`config.mk`:
```
export PLATFORM = sky130hd
export DESIGN_NAME = playout_scheduler
export DESIGN_NICKNAME = d
export VERILOG_FILES = /design/src/rtl/playout_scheduler.sv
export SDC_FILE = /design/constraint.sdc
export NUM_CORES = 1
export LEC_CHECK = 0
export CORE_ASPECT_RATIO = 0.75
export CORE_UTILIZATION = 47
export DETAILED_ROUTE_END_ITERATION = 10
export PLACE_DENSITY = 0.85
export SYNTH_ARGS = -nofsm -noshare
export SYNTH_HDL_FRONTEND = slang
export SYNTH_SLANG_ARGS = --single-unit
export TNS_END_PERCENT = 20
```
`constraint.sdc`:
```
create_clock -name clk -period 2.9 [get_ports clk]
set_input_delay 0.29 -clock clk [delete_from_list [all_inputs] [get_ports clk]]
set_output_delay 0.29 -clock clk [all_outputs]
set_load 0.005 [all_outputs]
```
`src/rtl/playout_scheduler.sv`:
```
// -----------------------------------------------------------------------------
// playout_scheduler
//   Drains the receive-side sample FIFO toward the retransmit path. Each
//   frame request is answered with exactly one sample (FIFO byte or
//   silence) three cycles after acceptance. It waits for a prefill level
//   before playing. Repeated starvation sends it back to prefill.
//
// Ports
//   clk, rst_n        receiver-domain clock, async active-low reset
//   enable            playout allowed while high
//   frame_req         one-cycle request for one sample
//   fifo_empty        FIFO empty flag, sampled at request acceptance
//   fifo_count        FIFO occupancy (unsigned)
//   fifo_dout         FIFO read data, valid one cycle after fifo_rd_en
//   fifo_rd_en        FIFO read strobe (cycle t+1)
//   sample_out        FIFO byte placed at bit SHIFT, other bits zero
//   sample_valid      one-cycle strobe (cycle t+3)
//   sample_silent     presented sample is silence
//   channel           0 = left, 1 = right
//   state             00 IDLE, 01 PREFILL, 10 PLAY
//   underrun_count    silent answers given in PLAY, saturating
//   req_overrun       sticky, a request arrived while one was in flight
// -----------------------------------------------------------------------------
module playout_scheduler #(
   parameter int DIN_W          = 8,
   parameter int DOUT_W         = 20,
   parameter int SHIFT          = 6,
   parameter int COUNT_W        = 10,
   parameter int PREFILL_LEVEL  = 512,
   parameter int UNDERRUN_LIMIT = 4
) (
   input  logic               clk,
   input  logic               rst_n,
   input  logic               enable,
   input  logic               frame_req,
   input  logic               fifo_empty,
   input  logic [COUNT_W-1:0] fifo_count,
   input  logic [DIN_W-1:0]   fifo_dout,
   output logic               fifo_rd_en,
   output logic [DOUT_W-1:0]  sample_out,
   output logic               sample_valid,
   output logic               sample_silent,
   output logic               channel,
   output logic [1:0]         state,
   output logic [7:0]         underrun_count,
   output logic               req_overrun
);

   typedef enum logic [1:0] {
      ST_IDLE    = 2'b00,
      ST_PREFILL = 2'b01,
      ST_PLAY    = 2'b10
   } state_t;

   localparam logic [COUNT_W-1:0] PREFILL_C = COUNT_W'(PREFILL_LEVEL);
   localparam logic [7:0]         LIMIT_C   = 8'(UNDERRUN_LIMIT);

   state_t              state_r;
   state_t              next_state_s;
   logic                busy_s;
   logic                accept_s;
   logic                play_s;
   logic                read_s;
   logic                underrun_s;
   logic                p1_r;
   logic                p2_r;
   logic                p2_rd_r;
   logic                fifo_rd_en_r;
   logic [DOUT_W-1:0]   sample_out_r;
   logic                sample_valid_r;
   logic                sample_silent_r;
   logic                channel_r;
   logic [7:0]          underrun_count_r;
   logic [7:0]          consec_r;
   logic                req_overrun_r;

   // Request acceptance, data-source decision and next-state logic.
   always_comb begin
      // In-flight window covers t+1..t+3, i.e. both pipe stages and the strobe.
      busy_s       = p1_r | p2_r | sample_valid_r;
      accept_s     = frame_req & ~busy_s;
      // A request coinciding with enable falling is answered with silence.
      play_s       = (state_r == ST_PLAY) & enable;
      read_s       = accept_s & play_s & ~fifo_empty;
      underrun_s   = accept_s & play_s & fifo_empty;
      next_state_s = state_r;
      case (state_r)
         ST_IDLE: begin
            if (enable) next_state_s = ST_PREFILL;
            else        next_state_s = ST_IDLE;
         end
         ST_PREFILL: begin
            if (!enable)                       next_state_s = ST_IDLE;
            else if (fifo_count >= PREFILL_C)  next_state_s = ST_PLAY;
            else                               next_state_s = ST_PREFILL;
         end
         ST_PLAY: begin
            if (!enable)                                           next_state_s = ST_IDLE;
            else if (underrun_s && ((consec_r + 8'd1) >= LIMIT_C)) next_state_s = ST_PREFILL;
            else                                                   next_state_s = ST_PLAY;
         end
         default: next_state_s = ST_IDLE;
      endcase
   end

   // State register.
   always_ff @(posedge clk or negedge rst_n) begin
      if (!rst_n) state_r <= ST_IDLE;
      else        state_r <= next_state_s;
   end

   // Response pipeline: read strobe at t+1, data capture at t+2, strobe at t+3.
   always_ff @(posedge clk or negedge rst_n) begin
      if (!rst_n) begin
         p1_r            <= 1'b0;
         p2_r            <= 1'b0;
         p2_rd_r         <= 1'b0;
         fifo_rd_en_r    <= 1'b0;
         sample_valid_r  <= 1'b0;
         sample_silent_r <= 1'b0;
         sample_out_r    <= {DOUT_W{1'b0}};
      end else begin
         p1_r           <= accept_s;
         fifo_rd_en_r   <= read_s;
         p2_r           <= p1_r;
         p2_rd_r        <= fifo_rd_en_r;
         sample_valid_r <= p2_r;
         if (p2_r) begin
            sample_out_r    <= p2_rd_r ? (DOUT_W'(fifo_dout) << SHIFT) : {DOUT_W{1'b0}};
            sample_silent_r <= ~p2_rd_r;
         end else begin
            sample_out_r    <= sample_out_r;
            sample_silent_r <= sample_silent_r;
         end
      end
   end

   // Underrun bookkeeping: saturating total and consecutive-empty counter.
   always_ff @(posedge clk or negedge rst_n) begin
      if (!rst_n) begin
         underrun_count_r <= 8'd0;
         consec_r         <= 8'd0;
      end else begin
         if (underrun_s && (underrun_count_r != 8'hFF))
            underrun_count_r <= underrun_count_r + 8'd1;
         else
            underrun_count_r <= underrun_count_r;
         if (state_r != ST_PLAY)                 consec_r <= 8'd0;
         else if (read_s)                        consec_r <= 8'd0;
         else if (underrun_s && (next_state_s == ST_PREFILL)) consec_r <= 8'd0;
         else if (underrun_s)                    consec_r <= consec_r + 8'd1;
         else                                    consec_r <= consec_r;
      end
   end

   // Channel alternation (reset to left on PLAY entry) and sticky overrun flag.
   always_ff @(posedge clk or negedge rst_n) begin
      if (!rst_n) begin
         channel_r     <= 1'b0;
         req_overrun_r <= 1'b0;
      end else begin
         if ((state_r != ST_PLAY) && (next_state_s == ST_PLAY)) channel_r <= 1'b0;
         else if (sample_valid_r)                                channel_r <= ~channel_r;
         else                                                    channel_r <= channel_r;
         req_overrun_r <= req_overrun_r | (frame_req & busy_s);
      end
   end

   assign fifo_rd_en     = fifo_rd_en_r;
   assign sample_out     = sample_out_r;
   assign sample_valid   = sample_valid_r;
   assign sample_silent  = sample_silent_r;
   assign channel        = channel_r;
   assign state          = state_r;
   assign underrun_count = underrun_count_r;
   assign req_overrun    = req_overrun_r;

endmodule

```
# Word-level counts from Yosys, hierarchy flattened
# Index checks and enable logic that the tools add are counted.
[classes] add_sub_neg=2 n_lt_le_gt_ge=2 n_eq_ne=6 n_mux=13 bitwise=13 reduce_logical=7
[op_table] operator="two-way mux 8 bit" count=4
[op_table] operator="adder 8 x 1 -> 8 bit (second input constant)" count=2
[op_table] operator="two-way mux 14 bit" count=1
[op_table] operator=">= comparator 10 bit (second input constant)" count=1
[op_table] operator=">= comparator 8 x 3 -> 1 bit (second input constant)" count=1
[op_table] operator="two-way mux 2 bit" count=4
[op_table] operator="!= test 8 bit (second input constant)" count=1
[op_table] operator="bitwise AND 1 bit" count=6
[op_table] operator="one-hot mux 2 bit (3 select lines)" count=1
[op_table] operator="== test 2 x 1 -> 1 bit (second input constant)" count=2
[op_table] operator="== test 2 bit (second input constant)" count=2
[op_table] operator="logical AND 1 bit" count=4
[op_table] operator="inverter 1 bit" count=4
[op_table] operator="nonzero test 4 bit" count=1
[op_table] operator="two-way mux 1 bit" count=3
[op_table] operator="bitwise OR 1 bit" count=3
[op_table] operator="zero test 2 bit" count=1
[op_table] operator="!= test 2 bit (second input constant)" count=1
[op_table] operator="nonzero test 2 bit" count=1
[totals] ff_bits=46 inputBits=23 out_inout_bits=35 wordCells=55

# Logic depth before layout (Yosys ltp)
# Gate-level depths: netlist of run 1.
[logic_depth] ltp_word=15 depth_mapped=6 depth_no_buf=5

# Least setup slack after synthesis of run 1
# No wires, ideal clock.
[synth_timing] path_kind="register to register" startpoint="reg p2_r" endpoint="reg underrun_count_r[1], in the netlist underrun_count[1]" setup_ns=0.125 arrival_ns=1.563 t_required_ns=2.775 slack_ns=1.213 path_stages_with_launch=6 path_buffers=1 period_less_slack_ns=1.687 path_cell_list="dfrtp_1 buf_6 nor4b_4 nand4_4 nor2_1 mux2_2"
[synth_via] elab_chain_len=7
[synth_rtl] element="from (decl)" line_no="66" source="logic p2_r;"
[synth_rtl] element="from (signal assigned)" line_no="125" source="p2_r <= p1_r;"
[synth_rtl] element="bitwise OR 1 bit (2 in series)" line_no="80" source="busy_s = p1_r | p2_r | sample_valid_r;"
[synth_rtl] element="inverter 1 bit" line_no="81" source="accept_s = frame_req & ~busy_s;"
[synth_rtl] element="bitwise AND 1 bit" line_no="81"
[synth_rtl] element="via accept_s" line_no="61" source="logic accept_s;"
[synth_rtl] element="bitwise AND 1 bit (2 in series)" line_no="85" source="underrun_s = accept_s & play_s & fifo_empty;"
[synth_rtl] element="logical AND 1 bit" line_no="144" source="if (underrun_s && (underrun_count_r != 8'hFF))"
[synth_rtl] element="to (signal assigned)" line_no="145" source="underrun_count_r <= underrun_count_r + 8'd1;"
[synth_rtl] element="to (signal assigned)" line_no="147" source="underrun_count_r <= underrun_count_r;"
[synth_rtl] element="to (decl)" line_no="73" source="logic [7:0] underrun_count_r;"
# The timed path passes the listed nets, and every way through them passes these cells.
# A chain may end at the register's enable or synchronous reset.

# Final worst setup path of run 1
# Ends and elaborated chain as after synthesis.

==> results by group, run 1 <==
Logic synthesis
  – Top_reg_cell synth: dfrtp_1
  – Top-area cell type share of the netlist area: 0.554
  – Most numerous cell in the Yosys netlist: dfrtp_1
  – Async SR Flop Fraction: 1.00
  – Number of flops mapped to enable cells by yosys: 0
  – Leading area contributor after synthesis: dfrtp_1
  – Cell variety after synth: 33
  – Post-synth top cells: dfrtp_1 (34), nand3_1 (15), buf_4 (12), inv_1 (12), o21ai_0 (10)
  – Seq cells post-synth: 34
  – Top cells by area, synth: dfrtp_1 (55%), buf_4 (5.9%), nand3_1 (4.9%)
  – Post-Syn Instances: roughly 140
  – Avg Cell Area, Syn: about 11 sq um
  – Ys Warns: 0
  – Synthesized area: between 1500 and 2000 sq um
  – Register area share after synthesis: 0.554

Timing
  – Fin. Hold Viols: 0
  – Worst Max-Slew Pin Slew: between 0.6 and 0.7 ns
  – Max-slew headroom: 0.592
  – Max-slew violation count: 0
  – RSZ-0062 raised after global routing: false
  – Clk_skew: just over 0.005 ns
  – Final period utilization: 0.701
  – # setup viols final: 0
  – Setup_tns: 0 ns
  – Min Tclk post-route: 2.03 ns
  – Maximum clock frequency: between 0.4 and 0.5 GHz

Detailed routing
  – First drt pass iteration count: 4
  – Post-route ant nets: 0
  – Residual DRC: 0
  – Via-per-instance ratio: between 5 and 6
  – Routed vias: 1121
  – WL final: roughly 3000 microns
  – Drt initial violations: 37
  – WL per Instance: 13.4 microns

Clock network
  – Clk slew on worst S/H paths: ~0.070 ns
  – CTS Buf Count: 5
  – CTS H-tree depth: 2
  – CTS Hold Bufs: 0
  – Setup Buffers After CTS: 0
  – CTS sink cnt: 34
  – Max clock buf depth: 2
  – Clock tree from TritonCTS: built
  – Resized cells post-CTS: 0
  – Clk root buf: clkbuf_8
  – Clk Latency, worst-skew pair: between 0.2 and 0.3 ns

Status
  – Outcome: finished, final reports clean

Floorplan
  – # IOs: just under 60
  – Die ar.: around 3500 sq um
  – Core Area: between 3000 and 4000 sq um
  – # rows: 17
  – Die W: 68.0 microns
  – Starting Density: 0.508
  – Chip Height: 51.5 microns

Finish
  – Layout Cells excl Fill: between 200 and 250
  – Layout cell share with drive strength beyond 1: 0.0778
  – Post-route cell area: around 2000 sq um
  – Area delta synth->final: 30.0%
  – Final core utilization: 0.661
  – NumNets Final: a little over 200
  – Antenna fix cells: 0
  – # fillers: between 200 and 250

Critical path
  – CP max stage cell: dfrtp_1
  – Worst-path fanout max: 20
  – Crit end category: flop
  – Critical Path RT: around 3 ns
  – CP delay by family, top: simple AND/OR/NAND/NOR gates
  – Setup Crit Path Kind: reg2reg
  – Buf/Inv on CP: 0
  – Critical Path, Cell by Cell: nor4b_4 -> nand4_4 -> nor2_1 -> mux2_2
  – Worst setup SP type: flop
  – Delay of the slowest cell on the worst path: 0.60 ns
  – CP arrival: between 2 and 2.5 ns

Place
  – Post-DP HPWL: ~2100 microns
  – DP Area: approximately 1900 sq um
  – GPL Wtd Cong: a little over 0.7
  – Placed insts: 211
  – Buffers on Ports: 36

Global routing
  – Total track usage: 0.195
  – Grt ovf: 0
  – Initial antenna violation count: 0
  – Number of global-route vias before repair: ~1100
  – Largest net degree at the start of global routing: 35
  – First-pass GRT wire length: 4950 microns

Pwr
  – Max rail drop VDD: roughly 0.31 mV
  – Lkg Pwr: between 0.9 and 1 nW
  – Pwr dens: ~540 nW/um^2
  – Pwr Total: 1.08 mW

Hold path
  – Worst hold path class: reg2reg

Job
  – Max_cap viols: 0
[metal layers]
metal / track usage / vias to the layer above / share of wire
met4: 0.0764 / 0 / 0.0075
li1: - / 536 / -
met2: 0.297 / 48 / 0.42
met5: 0 / - / 0
met1: 0.257 / 534 / 0.48
met3: 0.0636 / 3 / 0.088
[cells by family after synthesis]
family                   share of synthesized area
flip-flops                                   0.554
AND/OR/NAND/NOR                              0.196
multiplexers                                0.0139
other                                      0.00244
buffers and inverters                        0.105
adder cells (fa/ha/maj)                     0.0163
AO/OA/AOI/OAI                               0.0660
XOR/XNOR                                    0.0456
[state kept, by name (all words and copies together) (netlist names)]
register and count:
consec_r 8, sample_out 8, underrun_count 8, state 2, channel 1, fifo_rd_en 1
p1_r 1, p2_r 1, p2_rd_r 1, req_overrun 1, sample_silent 1, sample_valid 1
[worst register-to-register path, delay by kind of cell (launching register included)]
family           cells  cell delay (ns)
AND/OR/NAND/NOR      3             0.97
multiplexers         1             0.35
flip-flops           1             0.60
[area by class of cell]
type / instances / area (sq um) / area share
inverters: 12 / 45.0 / 0.0226
clock buffers: 6 / 82.6 / 0.0414
clock inverters: 1 / 30.0 / 0.0150
flip-flops and latches: 34 / 851 / 0.426
multi-input cells: 89 / 564 / 0.283
well taps: 38 / 47.5 / 0.0238
repair buffers: 38 / 375 / 0.188
[placed cells by master, fill, tap and decap left out]
master,count
clkdlybuf4s50_1,36
dfrtp_1,34
nand3_1,15
inv_1,12
conb_1,12
o21ai_0,10
xor2_1,7
and3_1,6
clkbuf_8,6
nand2_1,5
nor2_1,4
nor4_1,4
o31ai_1,3
nand4_1,2
nor3_1,2
a21oi_1,2
ha_1,2
buf_4,2
or4_1,1
and2_1,1
or2_2,1
nor4b_4,1
nor2b_1,1
nand4_4,1
a32o_1,1
a41oi_1,1
nand2b_1,1
mux2i_1,1
xnor2_1,1
nand3b_1,1
nor4b_2,1
nor3b_1,1
mux2_2,1
bufinv_16,1
[final timing paths]
| path | slack [ns] | endpoint | cells past startpoint | start |
|---|---|---|---|---|
| max | 0.87 | underrun_count[1]$_DFFE_PN0P_ | 4 | p2_r$_DFF_PN0_ |
| min | 0.37 | p2_rd_r$_DFF_PN0_ | 0 | fifo_rd_en$_DFF_PN0_ |
| max reg2reg | 0.87 | underrun_count[1]$_DFFE_PN0P_ | 4 | p2_r$_DFF_PN0_ |
| min reg2reg | 0.37 | p2_rd_r$_DFF_PN0_ | 0 | fifo_rd_en$_DFF_PN0_ |
| max in group asynchronous | 2.19 | consec_r[6]$_DFFE_PN0P_ | 2 | rst_n |
| min in group asynchronous | 0.41 | p1_r$_DFF_PN0_ | 2 | rst_n |
[metrics by stage]
step | setup slack, ns | hold WS (ns)
final | 0.868 | 0.370
after global routing | 0.741 | 0.385
after CTS | 0.875 | 0.372
after detailed placement | 0.818 | 0.363
after global placement | 0.890 | 0.360
after floorplan | 1.21 | -0.00559
[report_power, final]
part,total (mW),internal (mW),switching [mW]
registers,0.533,0.497,0.0359
clock network,0.432,0.275,0.157
logic,0.118,0.0674,0.0501
total,1.08,0.839,0.243
(Power assumes the default switching activity.)
==> run 2: changes to the inputs <==
--- a/config.mk
+++ b/config.mk
@@ -6,9 +6,9 @@
 export NUM_CORES = 1
 export LEC_CHECK = 0
 export CORE_ASPECT_RATIO = 0.75
-export CORE_UTILIZATION = 47
+export CORE_UTILIZATION = 43
 export DETAILED_ROUTE_END_ITERATION = 10
-export PLACE_DENSITY = 0.85
+export PLACE_DENSITY = 0.78
 export SYNTH_ARGS = -nofsm -noshare
 export SYNTH_HDL_FRONTEND = slang
 export SYNTH_SLANG_ARGS = --single-unit
==> constraint.sdc (replaced) <==
create_clock -name clk -period 2 [get_ports clk]
set_input_delay 0.2 -clock clk [delete_from_list [all_inputs] [get_ports clk]]
set_output_delay 0.2 -clock clk [all_outputs]
set_load 0.005 [all_outputs]
==> run 2 against run 1 <==
Against the previous run: the run now ends with design-rule violations left; design area rose by 0.50%; sequential share of layout area fell by 0.21 points; fmax rose by 11%; setup slack got worse by 0.70 ns; critical path depth did not move; via count fell by 2.1%; utilization fell by 6.3 points; clock-buffer cell count did not move; die area rose by 9.0%; clock power rose by 47%; clock skew fell by 0.00069 ns; largest cell class unchanged; largest power group unchanged.
==> results by group, run 2 (same netlist as run 1, synthesis figures left out) <==
Floorplan
  – Die W: 71.0 microns (+4.4%)
  – Core Area: 3360 sq um (+11%)
  – Starting Density: 0.457 (-0.0508)
  – Chip Height: 53.7 microns (+4.4%)
  – Die ar.: 3820 sq um (+9.0%)
  – # rows: 18 (+1)
  – # IOs: 58 (unchanged)

Timing
  – Final period utilization: 0.915 (+0.214)
  – RSZ-0062 raised after global routing: false
  – Min Tclk post-route: 1.83 ns (-0.202 ns)
  – Hold Slack: 0.320 ns (-0.0496 ns)
  – Max-slew violation count: 0 (unchanged)
  – # setup viols final: 0 (unchanged)
  – Fin. Hold Viols: 0 (unchanged)
  – Maximum clock frequency: 0.547 GHz (+11%)
  – Setup_tns: 0 ns (unchanged)
  – Clk_skew: 0.00442 ns (-0.000694 ns)

Detailed routing
  – WL final: 2870 microns (-1.6%)
  – WL per Instance: 13.0 microns (-3.0%)
  – Residual DRC: 6 (+6)
  – Post-route ant nets: 0 (unchanged)
  – First drt pass iteration count: 9 (+5)
  – Drt initial violations: 101 (+170%)
  – Via-per-instance ratio: 4.97 (-3.4%)
  – Routed vias: 1098 (-2.1%)

Global routing
  – Grt ovf: 0 (unchanged)
  – First-pass GRT wire length: 4650 microns (-6.1%)
  – Number of global-route vias before repair: 1001 (-7.0%)
  – Initial antenna violation count: 0 (unchanged)
  – Total track usage: 0.166 (-0.0297)
  – Largest net degree at the start of global routing: 35 (unchanged)

Pwr
  – Power Internal: 1.22 mW (+46%)
  – Max rail drop VDD: 0.446 mV (+43%)
  – Switching pwr: 0.362 mW (+49%)
  – Proportion of power drawn by combinational gates: 0.121 (+0.012)
  – Pwr dens: 790 nW/um^2 (+46%)
  – Register share of total power: 0.478 (-0.014)
  – Switching share of power: 0.229 (+0.00384)
  – Clock power frac: 0.401 (+0.002)
  – Lkg Pwr: 0.938 nW (+0.55%)

Finish
  – Commonest non-fill, non-tap cell in the layout: clkdlybuf4s50_1
  – NumNets Final: 206 (+0.49%)
  – Layout cell share with drive strength beyond 1: 0.0829 (+0.00510)
  – Most frequent cells in the layout: clkdlybuf4s50_1 (36), dfrtp_1 (34), nand3_1 (15), inv_1 (12), conb_1 (12)
  – Area delta synth->final: 30.6%
  – Antenna fix cells: 0 (unchanged)
  – Post-route cell area: 2010 sq um (+0.50%)

Clock network
  – Resized cells post-CTS: 0 (unchanged)
  – Setup Buffers After CTS: 0 (unchanged)
  – Clock tree from TritonCTS: built
  – CTS Hold Bufs: 0 (unchanged)
  – CTS sink cnt: 34 (unchanged)
  – Max clock buf depth: 2 (unchanged)
  – Clk slew on worst S/H paths: 0.07 ns (about the same)
  – Clk Latency, worst-skew pair: 0.28 ns (about the same)
  – CTS H-tree depth: 2 (unchanged)
  – CTS Buf Count: 5 (unchanged)
  – Clk root buf: clkbuf_8

Critical path
  – Setup Crit Path Kind: reg2reg
  – Worst setup SP type: flop
  – Crit end category: flop
  – Critical Path RT: 2.17 ns (-0.90 ns)
  – Worst-path fanout max: 8 (-60%)
  – CP arrival: 2.00 ns (-0.20 ns)

Status
  – Failing checks: design-rule violations
  – Outcome: finished with violations

Place
  – Post-DP HPWL: 2060 microns (-1.8%)
  – DP Area: 1890 sq um (+0.53%)
  – GPL Wtd Cong: 0.715 (+0.13%)
  – Buffers on Ports: 36 (unchanged)

Hold path
  – Worst hold path class: in2async

Job
  – Max_cap viols: 0 (unchanged)
run 2: cell types whose count changed in the layout (fill, tap and decap cells not counted):
| cell | delta |
|---|---|
| buf_4 | +1 |
run 2: worst paths after layout:
check,from,end,slack [ns],cells after the start
setup / recovery,sample_valid$_DFF_PN0_,underrun_count[1]$_DFFE_PN0P_,0.17,4
max in group asynchronous,rst_n,sample_out[13]$_DFFE_PN0P_,1.38,2
hold reg to reg,fifo_rd_en$_DFF_PN0_,p2_rd_r$_DFF_PN0_,0.38,0
hold / removal,rst_n,underrun_count[3]$_DFFE_PN0P_,0.32,2
min in group clk,fifo_rd_en$_DFF_PN0_,p2_rd_r$_DFF_PN0_,0.38,0
setup reg to reg,sample_valid$_DFF_PN0_,underrun_count[1]$_DFFE_PN0P_,0.17,4
run 2: power by group through the flow:
| stage | Combinational, mW | Sequential (mW) | Clock, mW |
|---|---|---|---|
| 2_1_floorplan | 0.101 | 0.766 | 0 |
| 3_3_place_gp | 0.186 | 0.767 | 0 |
| 3_5_place_dp | 0.193 | 0.771 | 0 |
| 4_1_cts | 0.194 | 0.758 | 0.648 |
| 5_1_grt | 0.213 | 0.763 | 0.677 |
| 6_report | 0.191 | 0.758 | 0.635 |
run 2: per-stage QoR:
stage | instances | worst slack (ns) | util | total power [mW]
after floorplan | 152 | 0.313 | - | 0.867
after global placement | 214 | 0.0717 | 0.564 | 0.954
after detailed placement | 214 | 0.0375 | 0.564 | 0.963
after CTS | 221 | 0.162 | 0.598 | 1.60
after global routing | 221 | 0.00480 | 0.598 | 1.65
final | 221 | 0.171 | 0.598 | 1.58
run 2: layout make-up:
class,count,area [sq um]
Clock inverter,1,30.0
Timing Repair Buffer,39,383
Multi-Input combinational cell,89,564
Inverter,12,45.0
Sequential cell,34,851
Tap cell,40,50.0
Clock buffer,6,82.6
Fill cell,282,1350
run 2: critical path, cell delays in order (launching register included):
cell     delay [ns]
dfrtp_1        0.46
nor4b_4        0.47
nand4_4        0.22
nor2_1         0.22
mux2_2         0.35
run 2: layer usage:
| metal | vias up | global-route usage | wire [microns] |
|---|---|---|---|
| met2 | 36 | 0.269 | 1330 |
| met1 | 520 | 0.205 | 1310 |
| met3 | 5 | 0.0543 | 193 |
| met5 | - | 0 | 0 |
| li1 | 537 | - | - |
| met4 | 0 | 0.0800 | 40 |
